### src/rtl/motor_position_sensor_emulator_module.sv
// Motor position sensor emulator: quadrature A/B/Z encoder and UVW hall outputs
// driven by an internal mechanical count stepped at a programmable rate.
module motor_position_sensor_emulator_module #(
    parameter int ENCODER_LINES = 1000,
    parameter int POLE_PAIRS    = 4
) (
    input  logic        sys_clk,
    input  logic        reset_n,
    input  logic        emulator_enable_in,
    input  logic        rotate_direction_in,
    input  logic [15:0] step_period_in,
    input  logic        position_load_in,
    input  logic [15:0] position_in,
    output logic        encoder_a_out,
    output logic        encoder_b_out,
    output logic        encoder_z_out,
    output logic        hall_u_out,
    output logic        hall_v_out,
    output logic        hall_w_out,
    output logic [15:0] mech_count_out,
    output logic        step_valid_out
);

    localparam int CPR_INT = 4 * ENCODER_LINES;
    localparam int CPE_INT = CPR_INT / POLE_PAIRS;

    localparam logic [15:0] LP_CPR = 16'(CPR_INT);
    localparam logic [15:0] LP_CPE = 16'(CPE_INT);

    // Sector k begins where 6*elec >= k*CPE, avoiding a runtime divide.
    localparam logic [31:0] LP_T1 = 32'(1 * CPE_INT);
    localparam logic [31:0] LP_T2 = 32'(2 * CPE_INT);
    localparam logic [31:0] LP_T3 = 32'(3 * CPE_INT);
    localparam logic [31:0] LP_T4 = 32'(4 * CPE_INT);
    localparam logic [31:0] LP_T5 = 32'(5 * CPE_INT);

    logic [15:0] r_period_cnt;
    logic [15:0] r_mech_count;
    logic [15:0] r_elec_count;

    logic        w_run;
    logic        w_step;
    logic        w_load_ok;
    logic [15:0] w_next_mech;
    logic [15:0] w_next_elec;
    logic [31:0] w_elec_x6;
    logic [2:0]  w_next_hall;

    // Step decision: free-running period counter compared to the requested period.
    always_comb begin
        w_run     = emulator_enable_in && (step_period_in != 16'd0);
        w_step    = w_run && (r_period_cnt >= (step_period_in - 16'd1));
        w_load_ok = position_load_in && (position_in < LP_CPR);
    end

    // Next mechanical/electrical count; a valid load takes priority over a step.
    always_comb begin
        w_next_mech = r_mech_count;
        w_next_elec = r_elec_count;
        if (w_load_ok) begin
            w_next_mech = position_in;
            w_next_elec = position_in % LP_CPE;
        end else if (w_step) begin
            if (rotate_direction_in) begin
                w_next_mech = (r_mech_count == LP_CPR - 16'd1) ? 16'd0 : r_mech_count + 16'd1;
                w_next_elec = (r_elec_count == LP_CPE - 16'd1) ? 16'd0 : r_elec_count + 16'd1;
            end else begin
                w_next_mech = (r_mech_count == 16'd0) ? LP_CPR - 16'd1 : r_mech_count - 16'd1;
                w_next_elec = (r_elec_count == 16'd0) ? LP_CPE - 16'd1 : r_elec_count - 16'd1;
            end
        end
    end

    // Hall sector lookup for the next electrical count (UVW, U in bit 2).
    always_comb begin
        w_elec_x6 = {16'd0, w_next_elec} * 32'd6;
        if (w_elec_x6 < LP_T1) begin
            w_next_hall = 3'b100;
        end else if (w_elec_x6 < LP_T2) begin
            w_next_hall = 3'b110;
        end else if (w_elec_x6 < LP_T3) begin
            w_next_hall = 3'b010;
        end else if (w_elec_x6 < LP_T4) begin
            w_next_hall = 3'b011;
        end else if (w_elec_x6 < LP_T5) begin
            w_next_hall = 3'b001;
        end else begin
            w_next_hall = 3'b101;
        end
    end

    // Period counter: cleared when idle, on a step, or on a load.
    always_ff @(posedge sys_clk) begin
        if (!reset_n) begin
            r_period_cnt <= 16'd0;
        end else if (w_load_ok || !w_run || w_step) begin
            r_period_cnt <= 16'd0;
        end else begin
            r_period_cnt <= r_period_cnt + 16'd1;
        end
    end

    // Position state and all registered sensor outputs.
    always_ff @(posedge sys_clk) begin
        if (!reset_n) begin
            r_mech_count   <= 16'd0;
            r_elec_count   <= 16'd0;
            encoder_a_out  <= 1'b0;
            encoder_b_out  <= 1'b0;
            encoder_z_out  <= 1'b1;
            hall_u_out     <= 1'b1;
            hall_v_out     <= 1'b0;
            hall_w_out     <= 1'b0;
            step_valid_out <= 1'b0;
        end else begin
            r_mech_count   <= w_next_mech;
            r_elec_count   <= w_next_elec;
            encoder_a_out  <= w_next_mech[0] ^ w_next_mech[1];
            encoder_b_out  <= w_next_mech[1];
            encoder_z_out  <= (w_next_mech == 16'd0);
            hall_u_out     <= w_next_hall[2];
            hall_v_out     <= w_next_hall[1];
            hall_w_out     <= w_next_hall[0];
            step_valid_out <= w_step && !w_load_ok;
        end
    end

    assign mech_count_out = r_mech_count;

endmodule

### config.mk
export PLATFORM = sky130hd
export DESIGN_NAME = motor_position_sensor_emulator_module
export DESIGN_NICKNAME = d
export VERILOG_FILES = /design/src/rtl/motor_position_sensor_emulator_module.sv
export SDC_FILE = /design/constraint.sdc
export NUM_CORES = 1
export LEC_CHECK = 0
export CAP_MARGIN = 0
export CORE_UTILIZATION = 44
export CTS_CLUSTER_DIAMETER = 50
export DETAILED_ROUTE_END_ITERATION = 6
export HOLD_SLACK_MARGIN = 0.02
export MAX_ROUTING_LAYER = met4
export PLACE_DENSITY = 0.66
export RECOVER_POWER = 50
export SKIP_LAST_GASP = 1
export SLEW_MARGIN = 0
export SYNTH_ARGS = -nofsm -noshare
export SYNTH_HDL_FRONTEND = slang
export SYNTH_SLANG_ARGS = --single-unit
### constraint.sdc
create_clock -name sys_clk -period 9.6 [get_ports sys_clk]
set_input_delay 1.92 -clock sys_clk [delete_from_list [all_inputs] [get_ports sys_clk]]
set_output_delay 1.92 -clock sys_clk [all_outputs]
set_load 0.005 [all_outputs]
# Word-level counts from Yosys, hierarchy flattened
# Cells that the tools add are included.
# totals
wordCells,59
register_bits,55
output_inout_bits,23
in_bits,37
# classes
order_cmp,7
add_sub_neg,6
bitwise_logic,2
eq_ne,2
mul,1
n_div,1
n_reduce_logical,16
mux,14
# op_table
operator,n
16-bit two-way mux,10
"16-bit by 1-bit adder with 16-bit output, second input constant",3
16-bit zero test,3
"16-bit by 1-bit subtractor with 16-bit output, second input constant",3
"19-bit by 12-bit < comparator with 1-bit output, second input constant",2
"19-bit by 10-bit < comparator with 1-bit output, second input constant",1
"19-bit by 11-bit < comparator with 1-bit output, second input constant",1
"19-bit by 13-bit < comparator with 1-bit output, second input constant",1
"16-bit by 2-bit multiplier with 18-bit output, second input constant",1
"16-bit by 10-bit equality test with 1-bit output, second input constant",1
"16-bit by 12-bit equality test with 1-bit output, second input constant",1
16-bit >= comparator,1
"16-bit by 12-bit < comparator with 1-bit output, second input constant",1
"16-bit by 10-bit modulo with 16-bit output, second input constant",1
16-bit nonzero test,1
3-bit two-way mux,3
1-bit logical AND,4
2-bit OR reduction,2
4-bit OR reduction,1
3-bit OR reduction,1
1-bit zero test,2
1-bit logical OR,2
2-bit two-way mux,1
1-bit NOT,1
1-bit bitwise XOR,1

# Depth between registers and ports, before layout
# logic_depth
ltp_word,11
depth_mapped,39
mapped_depth_nobuf,36

# Least setup slack after synthesis
# Ideal clock, no wire load.
# synth_timing
path_kind,input to register
start,input position_in[15]
end,register hall_w_out
path_stages,35
t_required_ps,9460
path_buffers,2
slack_ps,678
setup_ps,140
arrival_ps,8782
cell_sequence,buf_2 > buf_2 > o311ai_2 > o21ai_1 > a211oi_1 > a211oi_4 > o21ai_2 > mux2i_2 > o21ai_1 > a211o_1 > o211ai_1 > a21oi_1 > nor4_4 > nor3_2 > a21oi_2 > mux2i_1 > nand2_1 > ha_1 > nor2b_1 > o21ai_0 > a21oi_1 > o21ai_0 > a21oi_1 > o21ai_0 > a21boi_0 > o21ai_0 > nand2b_1 > a21o_1 > a21o_1 > a21o_1 > a21oi_1 > mux2_2 > nor3_1 > o21a_1 > a41oi_1
# synth_between
elab_chain_len,6
word_cells_on_any_way,11
classes_between,1 x mul; 1 x div; 5 x order compare; 2 x mux; 2 x reduce/logical
# synth_lines
element,line_no,source
start: declaration,13,"input logic [15:0] position_in,"
"parallel branches: the longest is 2 deep, another holds 16-bit by 10-bit modulo with 16-bit output",-,
16-bit two-way mux *,60,if (w_load_ok) begin
net w_next_elec[3],45,logic [15:0] w_next_elec;
16-bit by 2-bit multiplier with 18-bit output *,76,"w_elec_x6 = {16'd0, w_next_elec} * 32'd6;"
"19-bit by 10-bit < comparator with 1-bit output, or another cell as far along",77,if (w_elec_x6 < LP_T1) begin
4-bit OR reduction (no line) or 3-bit two-way mux (tied branches),-,
end signal: assignment,123,hall_w_out <= w_next_hall[0];
end: declaration,19,"output logic hall_w_out,"
# Mark *: on every way through the listed nets, which the timed path passes.
# A chain may end at the register's enable or synchronous reset.

# Final worst setup path
# layout_timing
start,input position_in[12]
end,register hall_w_out
# The elaborated chain is that of the path after synthesis.

==> impl_table.tex <==
\begin{tabular}{lr}
\hline
Metric & Value \\
\hline
\multicolumn{2}{l}{\textbf{Routing}} \\
\quad DRC violations left & 0 \\
\quad Number of violations reported at the end of detailed-routing iteration 0 & around 630 \\
\quad Number of detailed-route iterations in the first pass & 5 \\
\quad DR vias & $\sim$8000 \\
\quad Vias per cell & 5.98 \\
\quad Routed length per instance & approximately 16 µm \\
\quad Number of routed nets with antenna violations & 0 \\
\quad Detailed Route WL & around 22 mm \\
\multicolumn{2}{l}{\textbf{Logic synthesis}} \\
\quad Number of distinct library cells after synthesis & between 100 and 150 \\
\quad Leading post-synthesis cells by instance count & nor2\_1, nand2\_1, a21oi\_1, o21ai\_0, dfxtp\_1 \\
\quad Sequential-to-total area share from yosys stat & 0.151 \\
\quad Area contributors post-synth & dfxtp\_1, ha\_1, nor2\_1, a21oi\_1, o21ai\_0 \\
\quad Area of the mapped netlist & roughly 7000 µm² \\
\quad Proportion of synthesized flip-flops having asynchronous set or reset & 0 \\
\quad Count of flip-flops with a built-in enable after synthesis & 0 \\
\quad Synthesized area divided by synthesized cell count & about 7.1 µm² \\
\quad Count of warnings emitted by yosys & 0 \\
\quad Most used flip-flop cell after synthesis & dfxtp\_1 \\
\quad Gate count after technology mapping & approximately 1000 \\
\quad Number of synthesized register bits & 54 \\
\quad Net count after synthesis & 1082 \\
\quad Proportion of netlist area held by the largest area contributor & 0.151 \\
\quad Library cell with the largest summed area after synthesis & dfxtp\_1 \\
\quad Most repeated cell in the gate-level netlist after synthesis & nor2\_1 \\
\multicolumn{2}{l}{\textbf{Die}} \\
\quad Num ports & 60 \\
\quad Die area & roughly 17000 µm² \\
\quad Core Area & about 16000 µm² \\
\quad Number of cell rows & between 40 and 50 \\
\quad Initial cell density of the core & 0.450 \\
\quad Horizontal die dimension & $\sim$130 µm \\
\quad Die span in y & about 130 µm \\
\multicolumn{2}{l}{\textbf{Clocking}} \\
\quad Total number of clock tree sinks & 54 \\
\quad Skew-Pair Late Insertion Delay & 300 ps \\
\quad Max Buffers Root-to-Sink & 2 \\
\quad \# hold bufs at CTS & 0 \\
\quad Clock transition at the registers of the reported paths & approximately 70 ps \\
\quad Inserted Clock Buffers & 5 \\
\quad Depth of the CTS H-tree & 2 \\
\quad Clock Root Buffer & clkbuf\_16 \\
\quad TritonCTS clock tree & built \\
\multicolumn{2}{l}{\textbf{Global route}} \\
\quad Total congestion overflow & 0 \\
\quad Global-route wire length before repair & approximately 35 mm \\
\quad Number of antenna violations at the first check in global routing & 0 \\
\quad Via count of the first global-routing pass & between 7000 and 8000 \\
\quad Combined global-route utilization of all metal layers & 0.263 \\
\quad Largest net degree at the start of global routing & 27 \\
\multicolumn{2}{l}{\textbf{Min path}} \\
\quad Min-Delay Startpoint & r\_period\_cnt[0] \\
\quad Hold Path Stages & 1 \\
\quad Worst hold path class & flop to flop \\
\quad Worst-case hold path end point & r\_period\_cnt[0] \\
\multicolumn{2}{l}{\textbf{Critical path}} \\
\quad Register-to-register setup slack & 3160 ps \\
\quad Critical path type & primary input to flop \\
\quad CP arrival & a little over 9000 ps \\
\quad Cell class contributing the biggest share of worst-path delay & compound AO/OA/AOI/OAI gates \\
\quad Max Fanout on Critical Path & 9 \\
\quad FF-to-FF End & hall\_w\_out \\
\quad Launch point of the worst reg-to-reg path & r\_period\_cnt[0] \\
\quad FF-to-FF path depth & 31 \\
\quad Critical-path cell with the highest stage delay & clkdlybuf4s50\_1 \\
\quad Crit path launch type & primary input \\
\quad Critical Path Max Stage Delay & 560 ps \\
\quad Type of element capturing the critical path & flop \\
\quad Buffers \& Inverters on Critical Path & 1 \\
\quad Required @ worst endpoint & 9750 ps \\
\multicolumn{2}{l}{\textbf{Power and ir drop}} \\
\quad Power per cell area & 92.9 nW/µm² \\
\quad VDD IR-drop max & around 0.063 mV \\
\quad Static leakage & 0.00356 µW \\
\multicolumn{2}{l}{\textbf{Cells and area}} \\
\quad Area Overhead vs Synth & 23.5\% \\
\quad Count of antenna diodes in the layout & 0 \\
\quad Share of final-layout standard cells stronger than drive strength 1 & 0.157 \\
\quad Number of standard cells in the final layout excluding fillers & about 1300 \\
\quad NumNets Final & 1192 \\
\quad Final design area excluding fillers & a little under 9000 µm² \\
\quad Filler cells & $\sim$1600 \\
\multicolumn{2}{l}{\textbf{Timing}} \\
\quad Final setup vio count & 0 \\
\quad Max transition margin & 0.249 \\
\quad Worst Tran Pin Value & 1130 ps \\
\quad Worst Setup Slack, final & around 420 ps \\
\quad Tcrit/Tclk final & 0.956 \\
\quad Final Hold Slack & roughly 500 ps \\
\quad Number of failing hold endpoints at the final stage & 0 \\
\quad Peak Freq & roughly 110 MHz \\
\quad Number of pins with negative max-slew slack in the final report & 0 \\
\quad Final TNS setup & 0 ps \\
\quad Final critical-path required period & roughly 9200 ps \\
\quad Clk\_skew & $\sim$2.5 ps \\
\multicolumn{2}{l}{\textbf{Place}} \\
\quad HPWL Detailed & 16.5 mm \\
\quad Cell area after placement & about 8500 µm² \\
\quad Cells after DPL & $\sim$1300 \\
\quad Port Buffer Count & just under 60 \\
\quad Routability Congestion & around 0.9 \\
\quad Setup slack at placement & -193 ps \\
\multicolumn{2}{l}{\textbf{Job}} \\
\quad Number of maximum-capacitance violations & 0 \\
\multicolumn{2}{l}{\textbf{Outcome}} \\
\quad Outcome & finished clean \\
\hline
\end{tabular}
cell families after synthesis:
kind of cell,after synthesis,share of synthesized area
buf+inv,94,0.0558
mux,14,0.0206
compound gates,337,0.339
simple gates,413,0.293
flops,54,0.151
fa+ha+maj,41,0.0724
xor+xnor,52,0.0673
power by group:
part / switching, µW / leakage [µW] / internal, µW
registers: 4.85 / 0.000436 / 227
clock network: 88.2 / 0.0000771 / 123
logic: 203 / 0.00305 / 174
total: 296 / 0.00356 / 524
sequential cells by signal (all words and copies together), names as in the netlist:
| signal | flops |
|---|---|
| hall_w_out | 1 |
| mech_count_out | 16 |
| encoder_z_out | 1 |
| r_elec_count | 16 |
| step_valid_out | 1 |
| hall_v_out | 1 |
| r_period_cnt | 16 |
| encoder_a_out | 1 |
| hall_u_out | 1 |
layout by cell type, fill, tap and decap left out, drive strengths merged, types with 20 or more instances in the layout:
cell type      synthesis  routed
a21oi                 73      73
a31oi                 24      24
and2                  27      27
buf                   17     103
clkdlybuf4s50          0      30
dfxtp                 54      54
dlygate4sd3            0      24
ha                    39      39
inv                   34      34
nand2                 85      85
nand3                 44      44
nor2                 115     115
nor3                  33      33
o21ai                 76      76
or3                   20      20
xnor2                 29      29
xor2                  23      23
per-stage QoR:
stage,utilization,total power [µW]
3_5_place_dp,0.536,594
5_1_grt,0.556,867
6_report,0.556,821
4_1_cts,0.546,803
2_1_floorplan,-,463
3_3_place_gp,0.536,592
layout make-up:
type                       count  area (µm²)  share of cell area
clock buffer                   6         129              0.0146
clock inverter                 2        37.5             0.00425
inverter                      35         131              0.0149
multi-input combinational    857        5810               0.657
sequential                    54        1080               0.122
tap                          216         270              0.0306
timing repair buffer         162        1380               0.156
repair_timing:
item,CTS,global route
endpoints found under the setup margin,0,3
setup buffers,0,4
gates resized for setup,0,30
how the worst max path moves through the flow:
stage | from | end | cells past startpoint
2_1_floorplan | position_in[15] | hall_w_out | 35
3_3_place_gp | position_in[10] | hall_w_out | 37
3_5_place_dp | position_in[13] | hall_w_out | 36
4_1_cts | position_in[13] | hall_w_out | 36
5_1_grt | position_in[12] | hall_w_out | 36
6_report | position_in[12] | hall_w_out | 36
layer usage:
metal | wire length [µm] | global-route usage | vias to the layer above
met5 | 0 | - | -
met4 | 413 | 0.0752 | 0
met3 | 1170 | 0.0293 | 31
met2 | 9820 | 0.423 | 257
met1 | 10100 | 0.346 | 3685
li1 | - | - | 3987
Note: power is estimated with default switching activity, not from simulation.
==> edit: new RTL, same flow settings <==
Put one more register stage on the output `mech_count_out`, with the module's reset. The value now appears one clock later. The other outputs are not delayed to match.
--- a/src/rtl/motor_position_sensor_emulator_module.sv
+++ b/src/rtl/motor_position_sensor_emulator_module.sv
@@ -127,3 +127,9 @@
 
-    assign mech_count_out = r_mech_count;
+    always_ff @(posedge sys_clk) begin
+        if (!reset_n) begin
+            mech_count_out <= '0;
+        end else begin
+            mech_count_out <= r_mech_count;
+        end
+    end
 
Check against the original RTL: not equivalent (Yosys sat finds a counterexample within 4 cycles, from zero or initial values and one cycle with reset_n low).
==> edit against the original RTL <==
Design area up 1.5%. Wire length down 3.3%. Synthesized area up 5.6%. Largest cell class unchanged. Sequential cell count up 16. Power up 21%. Worst hold slack better by 0.85 ps. Sequential share of layout area up 3.4 points. Critical path type unchanged. Worst setup slack better by 50 ps. Global-route usage down 2.1 points.
==> edit: results (changes against the original RTL) <==
----------------------------------------------------
[Outcome]
  Status ... finished, final reports clean (unchanged)

[Setup path]
  Worst-case register-to-register setup slack ... 3290 ps (was 3160 ps)
  Critical path endpoint ... hall_v_out$_SDFF_PP0_ (was hall_w_out$_SDFF_PP0_)
  Critical Path Fanout Max ... 10 (was 9)
  Worst setup path start ... position_in[14] (was position_in[12])
  Worst R2R Start ... r_elec_count[1]$_SDFF_PN0_ (was r_period_cnt[0]$_SDFF_PP0_)
  Number of cells on the worst reg-to-reg path ... 27 (was 31)

[Placed design]
  Worst slack after detailed placement ... -14.5 ps (was -193 ps)
  Post-Place Cell Area ... 8560 µm² (was 8510 µm²)
  Final Wtd Congestion ... 0.941 (was 0.927)
  Count of placed standard cells including taps ... 1293 (was 1320)
  Detailed placement HPWL ... 15500 µm (was 16500 µm)

[Clock network]
  Clock insertion delay at the later pin of the skew report ... 330 ps (was 300 ps)
  H-tree levels ... 3 (was 2)
  Cts bufs inserted ... 9 (was 5)

[Global routing]
  Wire length of the first global-routing pass ... 34500 µm (was 34900 µm)
  Number of antenna violations at the first check in global routing ... 0 (unchanged)
  Maximum number of pins on one net before global-route repair ... 41 (was 27)
  Met1 track demand over resource in global routing ... 0.336 (was 0.346)
  Vias in the first global route ... 6978 (was 7192)
  Grt met2 use ... 0.369 (was 0.423)
  GR met3 Demand/Resource ... 0.0307 (was 0.0293)

[Power]
  Largest voltage drop on the vdd net ... 0.0727 mV (was 0.0632 mV)
  Flip-flop and latch power ... 300 µW (was 232 µW)
  Portion of total power attributed to the clock network ... 0.309 (was 0.258)
  Power per cell area ... 111 nW/µm² (was 92.9 nW/µm²)
  Net switching power ... 347 µW (was 296 µW)
  Leakage dissipation ... 0.00363 µW (was 0.00356 µW)

[Floorplanning]
  Std-Cell Core Area ... 16700 µm² (was 15900 µm²)

[Synthesis]
  Avg Cell Area, Syn ... 7.38 µm² (was 7.12 µm²)
  Most area-consuming cells after synthesis ... dfxtp_1 (19%), ha_1 (6.5%), nor2_1 (5.2%) (was dfxtp_1 (15%), ha_1 (6.8%), nor2_1 (6.0%))
  Top post-synthesis cells by count ... nor2_1 (104), nand2_1 (97), dfxtp_1 (70) (was nor2_1 (115), nand2_1 (84), a21oi_1 (68))
  Mapped Nets ... 1100 (was 1082)
  Seq/Total Area, Yosys ... 0.185 (was 0.151)

[Layout]
  Fraction of layout instances using a drive strength above 1 ... 0.120 (was 0.157)
  Diode insertion count for antenna repair ... 0 (unchanged)
  Count of nets after finishing ... 1165 (was 1192)

[Drt]
  Met1 wire length ... 10300 µm (was 10100 µm)
  Detailed-routing iteration count for the pre-antenna-repair pass ... 6 (was 5)
  Met2 wire length ... 9100 µm (was 9820 µm)
  Top metal layer carrying routed signals ... met4 (unchanged)
  Total vias in the final route ... 7902 (was 7960)
  DR iter-0 viols ... 731 (was 628)

[Timing]
  Final Critical Period ... 9130 ps (was 9180 ps)
  Worst clock skew ... 7.40 ps (was 2.54 ps)
  Worst max-slew margin expressed relative to the limit ... 0.389 (was 0.249)
  WHS ... 496 ps (was 495 ps)

----------------------------------------------------
-- edit: changes by cell type in the layout (fill, tap and decap cells not counted), sizes merged, moves of 8 or more --
cell | before | now
buf | 103 | 57
a21oi | 73 | 55
dfxtp | 54 | 70
and2 | 27 | 42
nand2 | 85 | 97
or3 | 20 | 8
nor2 | 115 | 104
inv | 34 | 24
nor3 | 33 | 25
-- edit: cells by family (layout without fill, tap and decap cells) --
logic type / Yosys count / after routing / share of synthesized area
xor+xnor: 54 / 54 / 0.0636
flops: 70 / 70 / 0.185
mux: 18 / 18 / 0.0252
buf+inv: 88 / 157 / 0.0494
simple gates: 421 / 421 / 0.281
fa+ha+maj: 43 / 43 / 0.0712
compound gates: 329 / 329 / 0.324
-- edit: final cells by class --
cell class / instances / area, µm²
clock buffer: 12 / 256
tap: 220 / 275
timing repair buffer: 117 / 1040
fill: 1605 / 7740
multi-input combinational: 865 / 5870
inverter: 25 / 93.8
sequential: 70 / 1400
clock inverter: 3 / 20.0
